[src/rtl/wb_uart_tx_if.sv]
// -----------------------------------------------------------------------------
// wb_uart_tx_if
//   Wishbone pipelined bus bundle for the wb_uart_tx serial transmitter.
//
//   Signals:
//     adr    [15:0]  byte address (responder decodes adr[2:1] only)
//     cyc            bus cycle
//     stb            strobe
//     we             write enable
//     dat_i  [15:0]  write data (master -> responder)
//     dat_o  [15:0]  read data  (responder -> master), registered
//     ack            acknowledge, registered
//     stall          pipeline stall, combinational
//
//   Modports:
//     master : drives adr/cyc/stb/we/dat_i, observes dat_o/ack/stall
//     slave  : observes adr/cyc/stb/we/dat_i, drives dat_o/ack/stall
// -----------------------------------------------------------------------------
interface wb_uart_tx_if;
  logic [15:0] adr;
  logic        cyc;
  logic        stb;
  logic        we;
  logic [15:0] dat_i;
  logic [15:0] dat_o;
  logic        ack;
  logic        stall;

  modport master (
    output adr, cyc, stb, we, dat_i,
    input  dat_o, ack, stall
  );

  modport slave (
    input  adr, cyc, stb, we, dat_i,
    output dat_o, ack, stall
  );
endinterface

[src/rtl/wb_uart_tx.sv]
// -----------------------------------------------------------------------------
// wb_uart_tx
//   Wishbone pipelined responder that queues bytes in a write FIFO and shifts
//   them out LSB-first on an asynchronous serial line (1 start, 8 data, 1 stop).
//
//   Parameters:
//     FIFO_DEPTH  TX FIFO entries, power of two in 2..256
//     BAUD_RESET  reset value of BAUD; each bit lasts BAUD+1 clocks
//
//   Ports:
//     clk   system clock
//     rst   synchronous active-high reset
//     wb    Wishbone bus (slave modport): adr, cyc, stb, we, dat_i,
//           dat_o, ack, stall
//     txd   serial output, idle high
//     irq   (only with WB_UART_TX_IRQ_EN) registered interrupt request
//
//   Register map (adr[2:1]):
//     0 DATA    write pushes dat_i[7:0]; reads 0
//     1 STATUS  RO: [0] busy, [1] FIFO empty, [2] FIFO full, [15:8] level
//     2 BAUD    RW, 16 bits
//     3 IEN     with WB_UART_TX_IRQ_EN: RW [1:0]; otherwise reserved (reads 0)
//
//   Optional feature macro: WB_UART_TX_IRQ_EN
//     irq <= (IEN[0] & fifo_empty) | (IEN[1] & fifo_empty & ~busy)
// -----------------------------------------------------------------------------
module wb_uart_tx #(
  parameter int unsigned FIFO_DEPTH = 16,
  parameter logic [15:0] BAUD_RESET = 16'd433
) (
  input  logic          clk,
  input  logic          rst,
  wb_uart_tx_if.slave   wb,
  output logic          txd
`ifdef WB_UART_TX_IRQ_EN
  ,
  output logic          irq
`endif
);

  localparam int unsigned AW = $clog2(FIFO_DEPTH);
  localparam logic [AW:0] LVL_FULL = (AW+1)'(FIFO_DEPTH);

  typedef enum logic [1:0] {
    REG_DATA   = 2'd0,
    REG_STATUS = 2'd1,
    REG_BAUD   = 2'd2,
    REG_IEN    = 2'd3
  } reg_sel_e;

  typedef enum logic [1:0] {
    IDLE  = 2'd0,
    START = 2'd1,
    DATA  = 2'd2,
    STOP  = 2'd3
  } state_e;

  // ---------------------------------------------------------------------------
  // Bus decode
  // ---------------------------------------------------------------------------
  reg_sel_e    sel;
  logic        req;
  logic        push;
  logic        pop;
  logic        fifo_full;
  logic        fifo_empty;
  logic        busy;
  logic [15:0] baud_reg;
  logic [15:0] rd_mux;
  logic [15:0] status;
  logic [15:0] level_w;

  assign sel = reg_sel_e'(wb.adr[2:1]);

  // Only a DATA write into a full FIFO stalls; a pop in the same cycle does
  // not release it, keeping stall a pure function of registered state.
  assign wb.stall = wb.cyc & wb.stb & wb.we & (sel == REG_DATA) & fifo_full;
  assign req      = wb.cyc & wb.stb & ~wb.stall;
  assign push     = req & wb.we & (sel == REG_DATA);

  // ---------------------------------------------------------------------------
  // TX FIFO
  // ---------------------------------------------------------------------------
  logic [7:0]  mem [FIFO_DEPTH];
  logic [AW-1:0] wr_ptr;
  logic [AW-1:0] rd_ptr;
  logic [AW:0]   level;
  logic [7:0]  fifo_head;

  assign fifo_full  = (level == LVL_FULL);
  assign fifo_empty = (level == '0);
  assign fifo_head  = mem[rd_ptr];

  always_ff @(posedge clk) begin
    if (push) begin
      mem[wr_ptr] <= wb.dat_i[7:0];
    end
  end

  always_ff @(posedge clk) begin
    if (rst) begin
      wr_ptr <= '0;
      rd_ptr <= '0;
      level  <= '0;
    end else begin
      if (push) begin
        wr_ptr <= wr_ptr + AW'(1);
      end
      if (pop) begin
        rd_ptr <= rd_ptr + AW'(1);
      end
      case ({push, pop})
        2'b10:   level <= level + (AW+1)'(1);
        2'b01:   level <= level - (AW+1)'(1);
        default: level <= level;
      endcase
    end
  end

  // ---------------------------------------------------------------------------
  // Transmitter FSM
  // ---------------------------------------------------------------------------
  state_e      state;
  state_e      state_n;
  logic [15:0] baud_cnt;
  logic [15:0] baud_cnt_n;
  logic [2:0]  bit_idx;
  logic [2:0]  bit_idx_n;
  logic [7:0]  shifter;
  logic [7:0]  shifter_n;
  logic        bit_end;

  assign busy    = (state != IDLE);
  assign bit_end = (baud_cnt == '0);

  always_ff @(posedge clk) begin
    if (rst) begin
      state    <= IDLE;
      baud_cnt <= '0;
      bit_idx  <= '0;
      shifter  <= '0;
    end else begin
      state    <= state_n;
      baud_cnt <= baud_cnt_n;
      bit_idx  <= bit_idx_n;
      shifter  <= shifter_n;
    end
  end

  // The bit counter is reloaded from the live BAUD register only at a bit
  // boundary, so a BAUD write mid-bit takes effect from the next bit.
  always_comb begin
    state_n    = state;
    baud_cnt_n = bit_end ? baud_cnt : baud_cnt - 16'd1;
    bit_idx_n  = bit_idx;
    shifter_n  = shifter;
    pop        = 1'b0;
    txd        = 1'b1;

    case (state)
      IDLE: begin
        txd        = 1'b1;
        baud_cnt_n = baud_cnt;
        if (!fifo_empty) begin
          pop        = 1'b1;
          shifter_n  = fifo_head;
          baud_cnt_n = baud_reg;
          state_n    = START;
        end
      end

      START: begin
        txd = 1'b0;
        if (bit_end) begin
          baud_cnt_n = baud_reg;
          bit_idx_n  = '0;
          state_n    = DATA;
        end
      end

      DATA: begin
        txd = shifter[0];
        if (bit_end) begin
          baud_cnt_n = baud_reg;
          shifter_n  = {1'b0, shifter[7:1]};
          if (bit_idx == 3'd7) begin
            state_n = STOP;
          end else begin
            bit_idx_n = bit_idx + 3'd1;
          end
        end
      end

      STOP: begin
        txd = 1'b1;
        if (bit_end) begin
          // Chain straight into the next frame when a byte is waiting.
          if (!fifo_empty) begin
            pop        = 1'b1;
            shifter_n  = fifo_head;
            baud_cnt_n = baud_reg;
            state_n    = START;
          end else begin
            state_n = IDLE;
          end
        end
      end

      default: begin
        state_n = IDLE;
      end
    endcase
  end

  // ---------------------------------------------------------------------------
  // Registers and bus response
  // ---------------------------------------------------------------------------
`ifdef WB_UART_TX_IRQ_EN
  logic [1:0] ien;
`endif

  assign level_w = 16'(level);
  assign status  = {level_w[7:0], 5'b0, fifo_full, fifo_empty, busy};

  always_comb begin
    rd_mux = '0;
    case (sel)
      REG_DATA:   rd_mux = '0;
      REG_STATUS: rd_mux = status;
      REG_BAUD:   rd_mux = baud_reg;
`ifdef WB_UART_TX_IRQ_EN
      REG_IEN:    rd_mux = {14'b0, ien};
`else
      REG_IEN:    rd_mux = '0;
`endif
      default:    rd_mux = '0;
    endcase
  end

  always_ff @(posedge clk) begin
    if (rst) begin
      wb.ack   <= 1'b0;
      wb.dat_o <= '0;
      baud_reg <= BAUD_RESET;
    end else begin
      wb.ack <= req;
      if (req && !wb.we) begin
        wb.dat_o <= rd_mux;
      end
      if (req && wb.we && (sel == REG_BAUD)) begin
        baud_reg <= wb.dat_i;
      end
    end
  end

`ifdef WB_UART_TX_IRQ_EN
  always_ff @(posedge clk) begin
    if (rst) begin
      ien <= '0;
      irq <= 1'b0;
    end else begin
      if (req && wb.we && (sel == REG_IEN)) begin
        ien <= wb.dat_i[1:0];
      end
      irq <= (ien[0] & fifo_empty) | (ien[1] & fifo_empty & ~busy);
    end
  end
`endif

  // Address bits outside adr[2:1] and the upper level bits are intentionally
  // ignored.
  logic unused_bits;
  assign unused_bits = ^{wb.adr[15:3], wb.adr[0], level_w[15:8]};

endmodule

[src/flat_wrapper.sv]
// flat-port wrapper written by rule: the top's interface ports become plain ports
module wb_uart_tx_flat 
#(
  parameter int unsigned FIFO_DEPTH = 16,
  parameter logic [15:0] BAUD_RESET = 16'd433
)
  (clk, rst, txd, wb_adr, wb_cyc, wb_stb, wb_we, wb_dat_i, wb_dat_o, wb_ack, wb_stall);
  wb_uart_tx_if wb_i ();
  input  logic clk;
  input  logic rst;
  output logic txd;
  input wire logic [$bits(wb_i.adr)-1:0] wb_adr;
  input wire logic [$bits(wb_i.cyc)-1:0] wb_cyc;
  input wire logic [$bits(wb_i.stb)-1:0] wb_stb;
  input wire logic [$bits(wb_i.we)-1:0] wb_we;
  input wire logic [$bits(wb_i.dat_i)-1:0] wb_dat_i;
  output wire logic [$bits(wb_i.dat_o)-1:0] wb_dat_o;
  output wire logic [$bits(wb_i.ack)-1:0] wb_ack;
  output wire logic [$bits(wb_i.stall)-1:0] wb_stall;
  assign wb_i.adr = wb_adr;
  assign wb_i.cyc = wb_cyc;
  assign wb_i.stb = wb_stb;
  assign wb_i.we = wb_we;
  assign wb_i.dat_i = wb_dat_i;
  assign wb_dat_o = wb_i.dat_o;
  assign wb_ack = wb_i.ack;
  assign wb_stall = wb_i.stall;
  wb_uart_tx #(.FIFO_DEPTH(FIFO_DEPTH), .BAUD_RESET(BAUD_RESET)) u_core (.clk(clk), .rst(rst), .wb(wb_i), .txd(txd));
endmodule
[config.mk]
export PLATFORM = sky130hd
export DESIGN_NAME = wb_uart_tx_flat
export DESIGN_NICKNAME = d
export VERILOG_FILES = /design/src/rtl/wb_uart_tx_if.sv /design/src/rtl/wb_uart_tx.sv /design/src/flat_wrapper.sv
export SDC_FILE = /design/constraint.sdc
export NUM_CORES = 1
export LEC_CHECK = 0
export ABC_AREA = 1
export ABC_CLOCK_PERIOD_IN_PS = 2800
export CAP_MARGIN = 20
export CORE_ASPECT_RATIO = 0.6
export CORE_MARGIN = 3
export CORE_UTILIZATION = 50
export DETAILED_ROUTE_END_ITERATION = 12
export GPL_ROUTABILITY_DRIVEN = 0
export PLACE_DENSITY_LB_ADDON = 0.05
export SYNTH_ARGS = -nofsm -noshare
export SYNTH_HDL_FRONTEND = slang
export SYNTH_SLANG_ARGS = --single-unit
[constraint.sdc]
create_clock -name clk -period 2.8 [get_ports clk]
set_input_delay 0.84 -clock clk [delete_from_list [all_inputs] [get_ports clk]]
set_output_delay 0.84 -clock clk [all_outputs]
set_load 0.1 [all_outputs]
==> out/qor.txt <==
Run status -> complete, no violations
Smallest setup slack after layout -> 0.07018 ns
I/O pins -> 56
Placement Setup Slack -> -0.2658 ns
Count leader, synth -> edfxtp_1
HP Class -> reg -> reg
Area grow syn2layout -> 17.72%
Worst slew pin tran -> 0.7677 ns
Grt total ovfl -> 0
Largest net degree at the start of global routing -> 67
Clk buf depth -> 3
Yosys top cell by area -> edfxtp_1
Worst endpoint data arrival time -> 1.89 ns
Cells along the critical path -> dlygate4sd2_1, inv_12, nand2_4, nor4_4, buf_12
Post-synthesis register bit count -> 207
Finish-stage setup viols -> 0
Worst Path Buf+Inv -> 3
Share of the synthesized area in the top cell type -> 40.96%
Number of global-route vias before repair -> 6633
Critical path type -> in -> out
Synth Instances -> 945
Placed cell areas -> 10330 µm²
Synth async-reset ratio -> 0%
Mapped Area -> 9384 µm²
Final nets -> 1079
Drt first pass iters -> 5
Pwr/cell area -> 908.6 nW/µm²
First-pass GRT wire length -> 38.47 mm
Final Instance Area -> 11050 µm²
EDFF count, synth -> 128
Vias/cell -> 5.540
Max Slew Vio Count -> 0
CTS tree -> done
Mapped Avg Cell Area -> 9.930 µm²
N_diodes -> 0
Clk Latency, worst-skew pair -> 0.50 ns
Initial antenna violation count -> 0
Die Wd -> 182.9 µm
Register name with the most flops -> u_core.mem
Leakage -> 4.191 nW
# H-tree levels -> 1
Clk pin slew, worst setup/hold paths -> 0.06 ns
Fmax achieved -> 0.3663 GHz
# DRC -> 0
Starting DRT DRC Count -> 740
Syn_nets -> 998
Dpl hpwl -> 16.69 mm
Core area -> 18260 µm²
Root Buffer Master -> clkbuf_16
VDD IR max -> 565.7 µV
TNS Setup -> 0 ns
Period utilization -> 97.49%
Fill cell count -> 1555
DRT antenna net count -> 0
Startpoint class of the critical path -> input pin
Cell family with most CP delay -> buffers and inverters
Synth Flop Type -> edfxtp_1
Final min period -> 2.730 ns
Hold Slack -> 0.4642 ns
Worst path required time -> 1.96 ns
Port bufs -> 41
Wirelength per Cell -> 18.93 µm
Chip Height -> 112.1 µm
Count of cell types in the netlist -> 45
Power Total -> 10.04 mW
GRT Total Usage -> 24.08%
Slowest stage delay, CP -> 0.35 ns
Final-report hold violation count -> 0
Largest fanout on the critical path -> 3
CTS Buf Count -> 20
WL final -> 24.23 mm
Unrepaired setup endpoints after global routing -> yes
Total number of vias -> 7091
Starting Density -> 51.40%
Clock skew -> 0.02765 ns
Commonest cells in the netlist -> edfxtp_1, nand2_1, a21oi_1
Relative slew slack -> 48.82%
Synth warn -> 0
Slowest-stage cell, CP -> nor4_4
Rows -> 38
Max reg flops -> 128
CP Capture Type -> primary output
Share of cells above drive strength 1 -> 15.96%
Clock tree sinks -> 207
Max-cap viol count -> 0
Synth area leaders -> edfxtp_1, dfxtp_1, a21oi_1, o21ai_0, nand2_1
Total die area -> 20500 µm²
Sequential-to-total area share from yosys stat -> 57.81%
[layout by cell type (no fill, tap or decap), types with 4 or more instances in the layout]
master	count
edfxtp_1	128
nand2_1	112
a21oi_1	106
inv_1	96
o21ai_0	93
dfxtp_1	77
buf_4	77
nor2_1	61
o211ai_1	43
nand3_1	39
mux2i_1	32
clkbuf_16	20
clkdlybuf4s50_1	17
ha_1	13
nand2_2	10
o22ai_1	9
xor2_1	8
nor2_2	6
o21ai_1	6
nand3_2	5
nor3_1	5
inv_2	5
a21oi_2	5
inv_4	4
xnor2_1	4
dlygate4sd2_1	4
[area by class of cell]
class | count | area (µm²) | area share, %
Clock inverter | 7 | 71.32 | 0.6456
Clock buffer | 29 | 568.0 | 5.142
Sequential cell | 207 | 5430 | 49.16
Inverter | 106 | 420.4 | 3.806
Timing Repair Buffer | 102 | 847.1 | 7.668
Multi-Input combinational cell | 589 | 3410 | 30.86
Tap cell | 240 | 300.3 | 2.718
[through the flow]
step / util (%) / cells
5_1_grt: 60.51 / 1280
6_report: 60.51 / 1280
2_1_floorplan: - / 945
3_3_place_gp: 56.57 / 1237
3_5_place_dp: 56.57 / 1237
4_1_cts: 60.27 / 1278
[logic make-up (layout without fill, tap and decap cells)]
kind of cell | count (synthesis) | in the layout | synth area share, %
adder cells (fa/ha/maj) | 16 | 16 | 2.133
XOR/XNOR | 12 | 12 | 1.120
multiplexers | 32 | 32 | 3.413
AND/OR/NAND/NOR | 256 | 256 | 12.64
AO/OA/AOI/OAI | 273 | 273 | 16.51
flip-flops | 207 | 207 | 57.81
buffers and inverters | 149 | 244 | 6.373
[final timing paths]
path | start | endpoint | slack [ns] | cells past startpoint
worst max-delay path | wb_adr[1] | wb_stall | 0.07 | 5
worst max register to register | u_core.baud_cnt[0]$_SDFFE_PP0N_ | u_core.level[4]$_SDFFE_PP0P_ | 0.24 | 20
worst min-delay path | u_core.wb.dat_o[11]$_SDFFE_PP0P_ | u_core.wb.dat_o[11]$_SDFFE_PP0P_ | 0.46 | 2
worst min register to register | u_core.wb.dat_o[11]$_SDFFE_PP0P_ | u_core.wb.dat_o[11]$_SDFFE_PP0P_ | 0.46 | 2
[tightest hold or removal path, cell delays in order, from the launching register on]
cell     delay (ns)
dfxtp_1        0.31
nand2_1        0.06
a21oi_1        0.05
[routing by layer]
| metal | routed length [µm] | GRT usage, % | part of all wire [%] |
|---|---|---|---|
| met1 | 13020 | 41.52 | 54 |
| met2 | 8788 | 29.46 | 36 |
| met3 | 2146 | 7.027 | 8.9 |
| met4 | 276 | 3.448 | 1.1 |
| met5 | 0 | 0 | 0 |
[where the power goes]
part	internal [mW]	switching (mW)	total, mW
clock network	1.51	1.13	2.64
registers	3.45	0.317	3.77
logic	1.32	2.31	3.63
[repair_timing]
action                     4_1_cts  5_1_grt
setup endpoints to repair        1        5
pin swaps                        2        2
resized for setup                5        8
setup buffers                    5        2
hold buffers                     0        0
Note: power is estimated with default switching activity, not from simulation.
